$ cat src/rtl/apb_periph_router.sv
// ============================================================================
// apb_periph_router : APB 1-to-N address-window router with timeout and
//                     sticky first-error record
// Revision 1.0
// ============================================================================
`default_nettype none

module apb_periph_router #(
  parameter int                        NB_MASTER      = 10,
  parameter int                        APB_ADDR_WIDTH = 32,
  parameter int                        APB_DATA_WIDTH = 32,
  parameter int                        TIMEOUT_CYCLES = 255,
  parameter logic [APB_DATA_WIDTH-1:0] ERR_DATA       = 32'hDEAD_BEEF
) (
  input  logic                                clk_i,
  input  logic                                rst_i,
  input  logic [APB_ADDR_WIDTH-1:0]           s_paddr_i,
  input  logic [APB_DATA_WIDTH-1:0]           s_pwdata_i,
  input  logic                                s_pwrite_i,
  input  logic                                s_psel_i,
  input  logic                                s_penable_i,
  output logic [APB_DATA_WIDTH-1:0]           s_prdata_o,
  output logic                                s_pready_o,
  output logic                                s_pslverr_o,
  output logic [APB_ADDR_WIDTH-1:0]           m_paddr_o,
  output logic [APB_DATA_WIDTH-1:0]           m_pwdata_o,
  output logic                                m_pwrite_o,
  output logic                                m_penable_o,
  output logic [NB_MASTER-1:0]                m_psel_o,
  input  logic [NB_MASTER*APB_DATA_WIDTH-1:0] m_prdata_i,
  input  logic [NB_MASTER-1:0]                m_pready_i,
  input  logic [NB_MASTER-1:0]                m_pslverr_i,
  input  logic [NB_MASTER*APB_ADDR_WIDTH-1:0] start_addr_i,
  input  logic [NB_MASTER*APB_ADDR_WIDTH-1:0] end_addr_i,
  output logic                                err_valid_o,
  output logic [APB_ADDR_WIDTH-1:0]           err_addr_o,
  output logic [1:0]                          err_code_o,
  input  logic                                err_clr_i
);

  localparam int IDX_W = (NB_MASTER > 1) ? $clog2(NB_MASTER) : 1;
  localparam int CNT_W = (TIMEOUT_CYCLES > 0) ? $clog2(TIMEOUT_CYCLES + 1) : 1;
  localparam logic [CNT_W-1:0] TO_MAX = CNT_W'(TIMEOUT_CYCLES);

  localparam logic [1:0] ERR_MISS    = 2'b01;
  localparam logic [1:0] ERR_TIMEOUT = 2'b10;
  localparam logic [1:0] ERR_SLAVE   = 2'b11;

  typedef enum logic [1:0] {
    IDLE       = 2'd0,
    FWD_SETUP  = 2'd1,
    FWD_ACCESS = 2'd2,
    RESP       = 2'd3
  } state_t;

  state_t state, state_next;

  logic [APB_ADDR_WIDTH-1:0] addr_q;
  logic [APB_DATA_WIDTH-1:0] wdata_q;
  logic                      write_q;
  logic                      hit_q;
  logic [IDX_W-1:0]          idx_q;
  logic [CNT_W-1:0]          cnt;
  logic [APB_DATA_WIDTH-1:0] rdata_q;
  logic                      slverr_q;

  logic [NB_MASTER-1:0]      in_win;
  logic [APB_DATA_WIDTH-1:0] prdata_w [NB_MASTER];

  logic                      accept;
  logic                      dec_hit;
  logic [IDX_W-1:0]          dec_idx;
  logic                      sel_pready;
  logic                      sel_slverr;
  logic [APB_DATA_WIDTH-1:0] sel_rdata;
  logic [CNT_W-1:0]          cnt_inc;
  logic                      timeout_hit;
  logic                      err_evt;
  logic [1:0]                err_code_next;

  generate
    for (genvar k = 0; k < NB_MASTER; k++) begin : g_win
      assign in_win[k]   = (s_paddr_i >= start_addr_i[k*APB_ADDR_WIDTH +: APB_ADDR_WIDTH]) &&
                           (s_paddr_i <= end_addr_i[k*APB_ADDR_WIDTH +: APB_ADDR_WIDTH]);
      assign prdata_w[k] = m_prdata_i[k*APB_DATA_WIDTH +: APB_DATA_WIDTH];
    end
  endgenerate

  assign accept      = (state == IDLE) && s_psel_i && !s_penable_i;
  assign sel_pready  = m_pready_i[idx_q];
  assign sel_slverr  = m_pslverr_i[idx_q];
  assign sel_rdata   = prdata_w[idx_q];
  assign cnt_inc     = (cnt == {CNT_W{1'b1}}) ? cnt : cnt + 1'b1;
  assign timeout_hit = (TIMEOUT_CYCLES != 0) && !sel_pready && (cnt_inc == TO_MAX);

  // Scanning from the top down leaves the lowest matching window selected.
  always_comb begin
    dec_hit = 1'b0;
    dec_idx = '0;
    for (int k = NB_MASTER - 1; k >= 0; k--) begin
      if (in_win[k]) begin
        dec_hit = 1'b1;
        dec_idx = IDX_W'(k);
      end
    end
  end

  always_ff @(posedge clk_i) begin
    if (rst_i) state <= IDLE;
    else       state <= state_next;
  end

  // A miss spends its FWD_SETUP cycle with no select raised, so the error
  // response lands where a zero-wait slave's ACCESS cycle would.
  always_comb begin
    state_next    = state;
    err_evt       = 1'b0;
    err_code_next = 2'b00;
    case (state)
      IDLE:       if (accept) state_next = FWD_SETUP;
      FWD_SETUP: begin
        state_next = hit_q ? FWD_ACCESS : RESP;
        if (!hit_q) begin
          err_evt       = 1'b1;
          err_code_next = ERR_MISS;
        end
      end
      FWD_ACCESS: begin
        if (sel_pready) begin
          state_next = RESP;
          if (sel_slverr) begin
            err_evt       = 1'b1;
            err_code_next = ERR_SLAVE;
          end
        end else if (timeout_hit) begin
          state_next    = RESP;
          err_evt       = 1'b1;
          err_code_next = ERR_TIMEOUT;
        end
      end
      RESP:       state_next = IDLE;
      default:    state_next = IDLE;
    endcase
  end

  always_ff @(posedge clk_i) begin
    if (rst_i) begin
      addr_q   <= '0;
      wdata_q  <= '0;
      write_q  <= 1'b0;
      hit_q    <= 1'b0;
      idx_q    <= '0;
      cnt      <= '0;
      rdata_q  <= '0;
      slverr_q <= 1'b0;
    end else begin
      if (accept) begin
        addr_q  <= s_paddr_i;
        wdata_q <= s_pwdata_i;
        write_q <= s_pwrite_i;
        hit_q   <= dec_hit;
        idx_q   <= dec_idx;
      end
      case (state)
        FWD_SETUP: begin
          cnt <= '0;
          if (!hit_q) begin
            rdata_q  <= ERR_DATA;
            slverr_q <= 1'b1;
          end
        end
        FWD_ACCESS: begin
          if (sel_pready) begin
            rdata_q  <= sel_rdata;
            slverr_q <= sel_slverr;
          end else begin
            cnt <= cnt_inc;
            if (timeout_hit) begin
              rdata_q  <= ERR_DATA;
              slverr_q <= 1'b1;
            end
          end
        end
        default: ;
      endcase
    end
  end

  // A clear in the same cycle as a new error lets the new error in.
  always_ff @(posedge clk_i) begin
    if (rst_i) begin
      err_valid_o <= 1'b0;
      err_addr_o  <= '0;
      err_code_o  <= 2'b00;
    end else begin
      if (err_clr_i) err_valid_o <= 1'b0;
      if (err_evt && (!err_valid_o || err_clr_i)) begin
        err_valid_o <= 1'b1;
        err_addr_o  <= addr_q;
        err_code_o  <= err_code_next;
      end
    end
  end

  assign m_paddr_o   = addr_q;
  assign m_pwdata_o  = wdata_q;
  assign m_pwrite_o  = write_q;
  assign m_penable_o = (state == FWD_ACCESS);
  assign m_psel_o    = (((state == FWD_SETUP) || (state == FWD_ACCESS)) && hit_q) ?
                       (NB_MASTER'(1) << idx_q) : '0;
  assign s_pready_o  = (state == RESP);
  assign s_prdata_o  = rdata_q;
  assign s_pslverr_o = slverr_q;

endmodule

`default_nettype wire
$ cat config.mk
export PLATFORM = sky130hd
export DESIGN_NAME = apb_periph_router
export DESIGN_NICKNAME = d
export VERILOG_FILES = /design/src/rtl/apb_periph_router.sv
export SDC_FILE = /design/constraint.sdc
export NUM_CORES = 1
export LEC_CHECK = 0
export CORE_AREA = 2 2 459 461
export DETAILED_ROUTE_END_ITERATION = 10
export DIE_AREA = 0 0 461 463
export GPL_TIMING_DRIVEN = 0
export SLEW_MARGIN = 25
export SYNTH_ARGS = -nofsm -noshare
export SYNTH_HDL_FRONTEND = slang
export SYNTH_SLANG_ARGS = --single-unit
$ cat constraint.sdc
create_clock -name clk_i -period 4.85 [get_ports clk_i]
set_input_delay 0.97 -clock clk_i [delete_from_list [all_inputs] [get_ports clk_i]]
set_output_delay 0.97 -clock clk_i [all_outputs]
set_load 0.02 [all_outputs]
Word-level counts from Yosys, hierarchy flattened
Cells that the tools add are included.
{"block": "op_classes", "n_reduce_logical": 26, "add_sub_neg": 1, "n_eq_ne": 9, "bitwise": 1, "n_shift": 1, "order_cmp": 22, "muxes": 56}
{"operator": "32-bit >= comparator", "count": 10}
{"operator": "32-bit <= comparator", "count": 10}
{"operator": "32-bit 2-to-1 mux", "count": 5}
{"operator": "32-bit binary-select mux with 4-bit select", "count": 1}
{"operator": "32-bit one-hot mux with 2 select lines", "count": 1}
{"operator": "4-bit 2-to-1 mux", "count": 10}
{"operator": "1-bit 2-to-1 mux", "count": 23}
{"operator": "8-bit equality test, second input constant", "count": 2}
{"operator": "8-bit 2-to-1 mux", "count": 2}
{"operator": "8-bit one-hot mux with 2 select lines", "count": 1}
{"operator": "1-bit logical AND", "count": 15}
{"operator": "2-bit 2-to-1 mux", "count": 6}
{"operator": "10-bit 2-to-1 mux", "count": 1}
{"operator": "1-bit by 4-bit << shifter with 10-bit output, first input constant", "count": 1}
{"operator": "8-bit by 1-bit adder with 8-bit output, second input constant", "count": 1}
{"operator": "1-bit binary-select mux with 4-bit select", "count": 2}
{"operator": "2-bit one-hot mux with 4 select lines", "count": 1}
{"operator": "2-bit != test, second input constant", "count": 3}
{"operator": "5-bit >= comparator, second input constant", "count": 1}
{"operator": "4-bit by 5-bit < comparator with 1-bit output, second input constant", "count": 1}
{"operator": "4-bit inverter with 5-bit output", "count": 1}
{"operator": "2-bit equality test, second input constant", "count": 2}
{"operator": "1-bit one-hot mux with 2 select lines", "count": 2}
{"operator": "2-bit one-hot mux with 2 select lines", "count": 1}
{"operator": "8 further kinds", "count": 13}
{"block": "word_totals", "inputBits": 1050, "reg_bits": 148, "out_inout_bits": 145, "word_cells": 128}

Logic depth before layout (Yosys ltp)
{"block": "logic_depth", "word_depth": 12, "depth_mapped": 13, "mapped_depth_nobuf": 12}

Worst setup path before layout
Ideal clock, no wire load.
{"block": "synth_path", "path_kind": "in2reg", "from": "input s_paddr_i[0]", "to": "register hit_q", "slack_ns": 1.061, "required_time_ns": 4.714, "t_arrival_ns": 3.653, "cell_stages": 12, "n_path_buf": 0, "setup_time_ns": 0.136, "path_cell_list": "inv_1 -> ha_1 -> nand2b_1 -> a21o_1 -> a211o_1 -> a2111o_1 -> a221oi_2 -> o2bb2ai_2 -> o21ai_1 -> or3b_1 -> nor2_1 -> a211oi_1"}
{"block": "synth_between", "elab_chain_cells": 12, "elab_cells_between_ends": 40, "classes_between": "20 x order compare; 10 x mux; 10 x reduce/logical"}
{"element": "from (decl)", "line_no": "17", "text": "input logic [APB_ADDR_WIDTH-1:0] s_paddr_i,"}
{"element": "32-bit >= comparator or 32-bit <= comparator (tied branches)", "line_no": "83, 84"}
{"element": "1-bit logical AND", "line_no": "83", "text": "assign in_win[k] = (s_paddr_i >= start_addr_i[k*APB_ADDR_WIDTH +: APB_ADDR_WIDTH]) &&"}
{"element": "1-bit 2-to-1 mux (9 in series)", "line_no": "101", "text": "if (in_win[k]) begin"}
{"element": "1-bit 2-to-1 mux (*)", "line_no": "101"}
{"element": "to (signal assigned)", "line_no": "161", "text": "hit_q <= dec_hit;"}
{"element": "to (decl)", "line_no": "61", "text": "logic hit_q;"}
Mark *: on every way between the ends. The rest lies on a longest branch, timed or not.
A chain may end at the register's enable or synchronous reset.

Worst setup path after layout
{"block": "layout_path", "from": "input end_addr_i[137]", "to": "register hit_q"}
{"block": "layout_between", "elab_chain_cells": 7}
{"element": "from (decl)", "line_no": "34", "text": "input logic [NB_MASTER*APB_ADDR_WIDTH-1:0] end_addr_i,"}
{"element": "32-bit <= comparator", "line_no": "84", "text": "(s_paddr_i <= end_addr_i[k*APB_ADDR_WIDTH +: APB_ADDR_WIDTH]);"}
{"element": "1-bit logical AND", "line_no": "83"}
{"element": "1-bit 2-to-1 mux (5 in series)", "line_no": "101"}
No other way between the ends.

==> summary.md <==
| Metric | Value |
|---|---|
| Status | `finished with violations` |
| Failing checks | `negative setup slack` |
| Pwr Total | `8.07 mW` |
| Main synth FF type | `dfxtp_1` |
| Clk sink count | `148` |
| Router iterations before antenna repair | `6` |
| RSZ-0062 raised after global routing | `no` |
| Relative slew margins | `20.4%` |
| Worst r2r path cells | `11` |
| DR iter-0 viols | `1395` |
| Die footprint | `213000 um2` |
| Overflow after GRT | `0` |
| Gate Count Post-Synth | `3091` |
| Drt total wl | `189 mm` |
| Crit-path cells | `clkdlybuf4s50_1 > inv_1 > ha_1 > nand3_1 > nor3_1 > o21ai_0 > o21ai_0 > o21ai_1 > o2111ai_1 > a22oi_2 > or3b_1 > nor2_1 > a211oi_1` |
| Most frequent CP cell | `o21ai_0` |
| Netlist cell types | `82` |
| Final WS setup | `-0.00514 ns` |
| Comb pwr share | `63.6%` |
| PortBufs | `1193` |
| Fin. max-slew vios | `0` |
| WS Path Type | `in -> reg` |
| Top-count cell post-synth | `ha_1` |
| Net Sw Frac | `45.6%` |
| Tmin final | `4.86 ns` |
| #FFs+latches synth | `148` |
| Initial antenna violation count | `90` |
| Tot GR Track Use | `16.9%` |
| Crit start category | `primary input` |
| Share of cells above drive strength 1 | `5.72%` |
| Clock Skews | `0.0154 ns` |
| WP depth | `13` |
| Tightest Pin Transition | `1.18 ns` |
| Ys async rst share | `0%` |
| HPWL after DPL | `164 mm` |
| F_max | `206 MHz` |
| Core area | `209000 um2` |
| Fill cells | `23299` |
| Final setup violation count | `1` |
| First-pass GRT wire length | `244 mm` |
| Crit path max fanout | `3` |
| Synth top area cells | `ha_1, dfxtp_1, inv_1` |
| Largest net degree at the start of global routing | `22` |
| CP arrival | `5.16 ns` |
| Hold Vio Cnt, Final | `0` |
| Nets@finish | `6018` |
| MaxCap Viol Count | `0` |
| CTS tree | `built` |
| Wire per inst | `26.3 um` |
| WP buf/inv | `2` |
| Post-DRT Antenna Nets | `0` |
| Max IR drop VDD | `0.258 mV` |
| Cell row count | `168` |
| Crit-path max cell delay | `0.74 ns` |
| FF-to-FF setup slack | `1.13 ns` |
| Die X | `461 um` |
| Crit path from | `end_addr_i[137]` |
| Crit path required time | `5.15 ns` |
| Vias/cell | `4.00` |
| Worst skew pair latency | `0.47 ns` |
| Internal power | `4.39 mW` |
| Top cells by count, synth | `ha_1, inv_1, a21oi_1` |
| Top cell type's share of synthesized area | `33.3%` |
| Worst Hold Class | `reg -> reg` |
| Register area share after synthesis | `12.2%` |
| Cell with the largest stage delay on the worst path | `nor3_1` |
| Clock power frac | `16.9%` |
| Longest Clk Path Bufs | `2` |
| Post-synth EDFFs | `0` |
| H-tree levels | `4` |
| Synthesized cell area | `24300 um2` |
| Hold slack | `0.457 ns` |
| Vias in the first global route | `29727` |
| Top delay family on crit path | `compound AO/OA/AOI/OAI gates` |
| Power Dens Cells | `198 nW/um2` |
| Clk root buf | `clkbuf_16` |
| DRC | `0` |
| Pre-CTS setup slack | `-0.974 ns` |
| Setup crit end kind | `flip-flop` |
| Reg power frac | `19.5%` |
| Mapped Avg Cell Area | `7.86 um2` |
| Post-layout util | `19.5%` |
| Via count | `28726` |
| Gpl congestion | `0.980` |
| Lkg Pwr | `18.5 nW` |
| Yosys Warn Count | `0` |
| Total CTS buffers | `17` |
| Post-Syn Nets | `4787` |
| Chip Height | `463 um` |
| Clk slew on worst S/H paths | `0.08 ns` |
| Synth-to-Final Area Change | `67.6%` |
| Final worst-path cycle share | `100%` |
| Setup crit end | `hit_q` |
| Initial core utilization | `11.7%` |
| Critical register-to-register path startpoint | `idx_q[3]` |
| Switching power | `3.68 mW` |
| Area leader, netlist | `ha_1` |
| Post-CTS setup buffer count | `0` |
| IO Pins | `1195` |
| Worst R2R End | `s_prdata_o[2]` |
[worst register-to-register path, delay by kind of cell, from the launching register on]
family | cells | cell delay (ns)
AOI/OAI and AO/OA | 4 | 1.08
buffers and inverters | 4 | 0.98
and+or+nand+nor | 3 | 1.05
DFF | 1 | 0.45
[power by group through the flow]
stage	sequential (mW)	combinational, mW	clock, mW
floorplan	1.78	2.16	0
global placement	1.60	5.10	0
detailed placement	1.61	5.23	0
CTS	1.58	5.24	1.43
global route	1.60	5.57	1.46
finish	1.58	5.13	1.37
[registers in the layout (all words and copies together), names as in the netlist]
register and count:
state 2, m_pwrite_o 1, err_valid_o 1, idx_q 4, cnt 8, err_code_o 2
hit_q 1, m_pwdata_o 32, err_addr_o 32, m_paddr_o 32, s_pslverr_o 1, s_prdata_o 32
[stage by stage]
stage,setup TNS [ns],instances,cell area (um2)
5_1_grt,0,7176,40700
3_5_place_dp,-4.18,7108,40000
6_report,-0.00514,7184,40700
4_1_cts,0,7139,40600
3_3_place_gp,-21.23,7089,39700
2_1_floorplan,0,3091,24300
[worst min-delay path by stage]
stage / depth (start not counted) / to / start
6_report: 2 / m_pwdata_o[2] / m_pwdata_o[2]
4_1_cts: 2 / m_pwdata_o[14] / m_pwdata_o[14]
3_3_place_gp: 2 / m_pwdata_o[13] / m_pwdata_o[13]
2_1_floorplan: 2 / cnt[6] / cnt[6]
3_5_place_dp: 2 / m_pwdata_o[14] / m_pwdata_o[14]
5_1_grt: 2 / m_pwdata_o[29] / m_pwdata_o[29]
[placed cells by master (no fill, tap or decap), types with 31 or more instances in the layout]
cell type           n
mux4_2             68
nand2_1           244
o21ai_0           107
a21o_1            118
mux2_2             34
clkdlybuf4s50_1  1162
dfxtp_1           148
clkbuf_1           45
mux2i_1            35
nor3_1             31
ha_1              646
a221oi_1           31
inv_1             639
nand4_1           104
nor2_1            143
diode_2            44
nand3_1            51
a21oi_1           274
a211oi_1           49
[layout make-up]
| cell class | instances | area [um2] | share of cell area, % |
|---|---|---|---|
| Tap cell | 2805 | 3510 | 8.62 |
| Multi-Input combinational cell | 2222 | 18600 | 45.7 |
| Clock inverter | 14 | 136 | 0.335 |
| Inverter | 642 | 2410 | 5.93 |
| Timing Repair Buffer | 1213 | 12200 | 29.8 |
| Buffer | 78 | 387 | 0.950 |
| Sequential cell | 148 | 2960 | 7.28 |
| Antenna cell | 44 | 110 | 0.270 |
| Clock buffer | 18 | 429 | 1.05 |
[metal layers]
| metal | share of wire, % | vias to the layer above | track usage [%] |
|---|---|---|---|
| li1 | - | 13490 | - |
| met1 | 31 | 13485 | 14.7 |
| met2 | 56 | 1354 | 34.1 |
| met3 | 6.1 | 377 | 3.33 |
| met4 | 6.8 | 20 | 11.6 |
| met5 | 0.079 | - | 0 |
[kinds of logic after synthesis]
| kind of cell | after synthesis | synth area share, % |
|---|---|---|
| compound gates | 744 | 19.9 |
| buf+inv | 721 | 11.5 |
| simple gates | 692 | 13.8 |
| fa+ha+maj | 646 | 33.3 |
| flops | 148 | 12.2 |
| mux | 138 | 9.38 |
| xor+xnor | 2 | 0.0721 |
[what timing repair did]
action	in CTS	in global routing
pin swaps	0	1
hold buffers	0	0
endpoints found under the setup margin	10	4
gates resized for setup	4	2
Power figures use the tool's default switching activity.
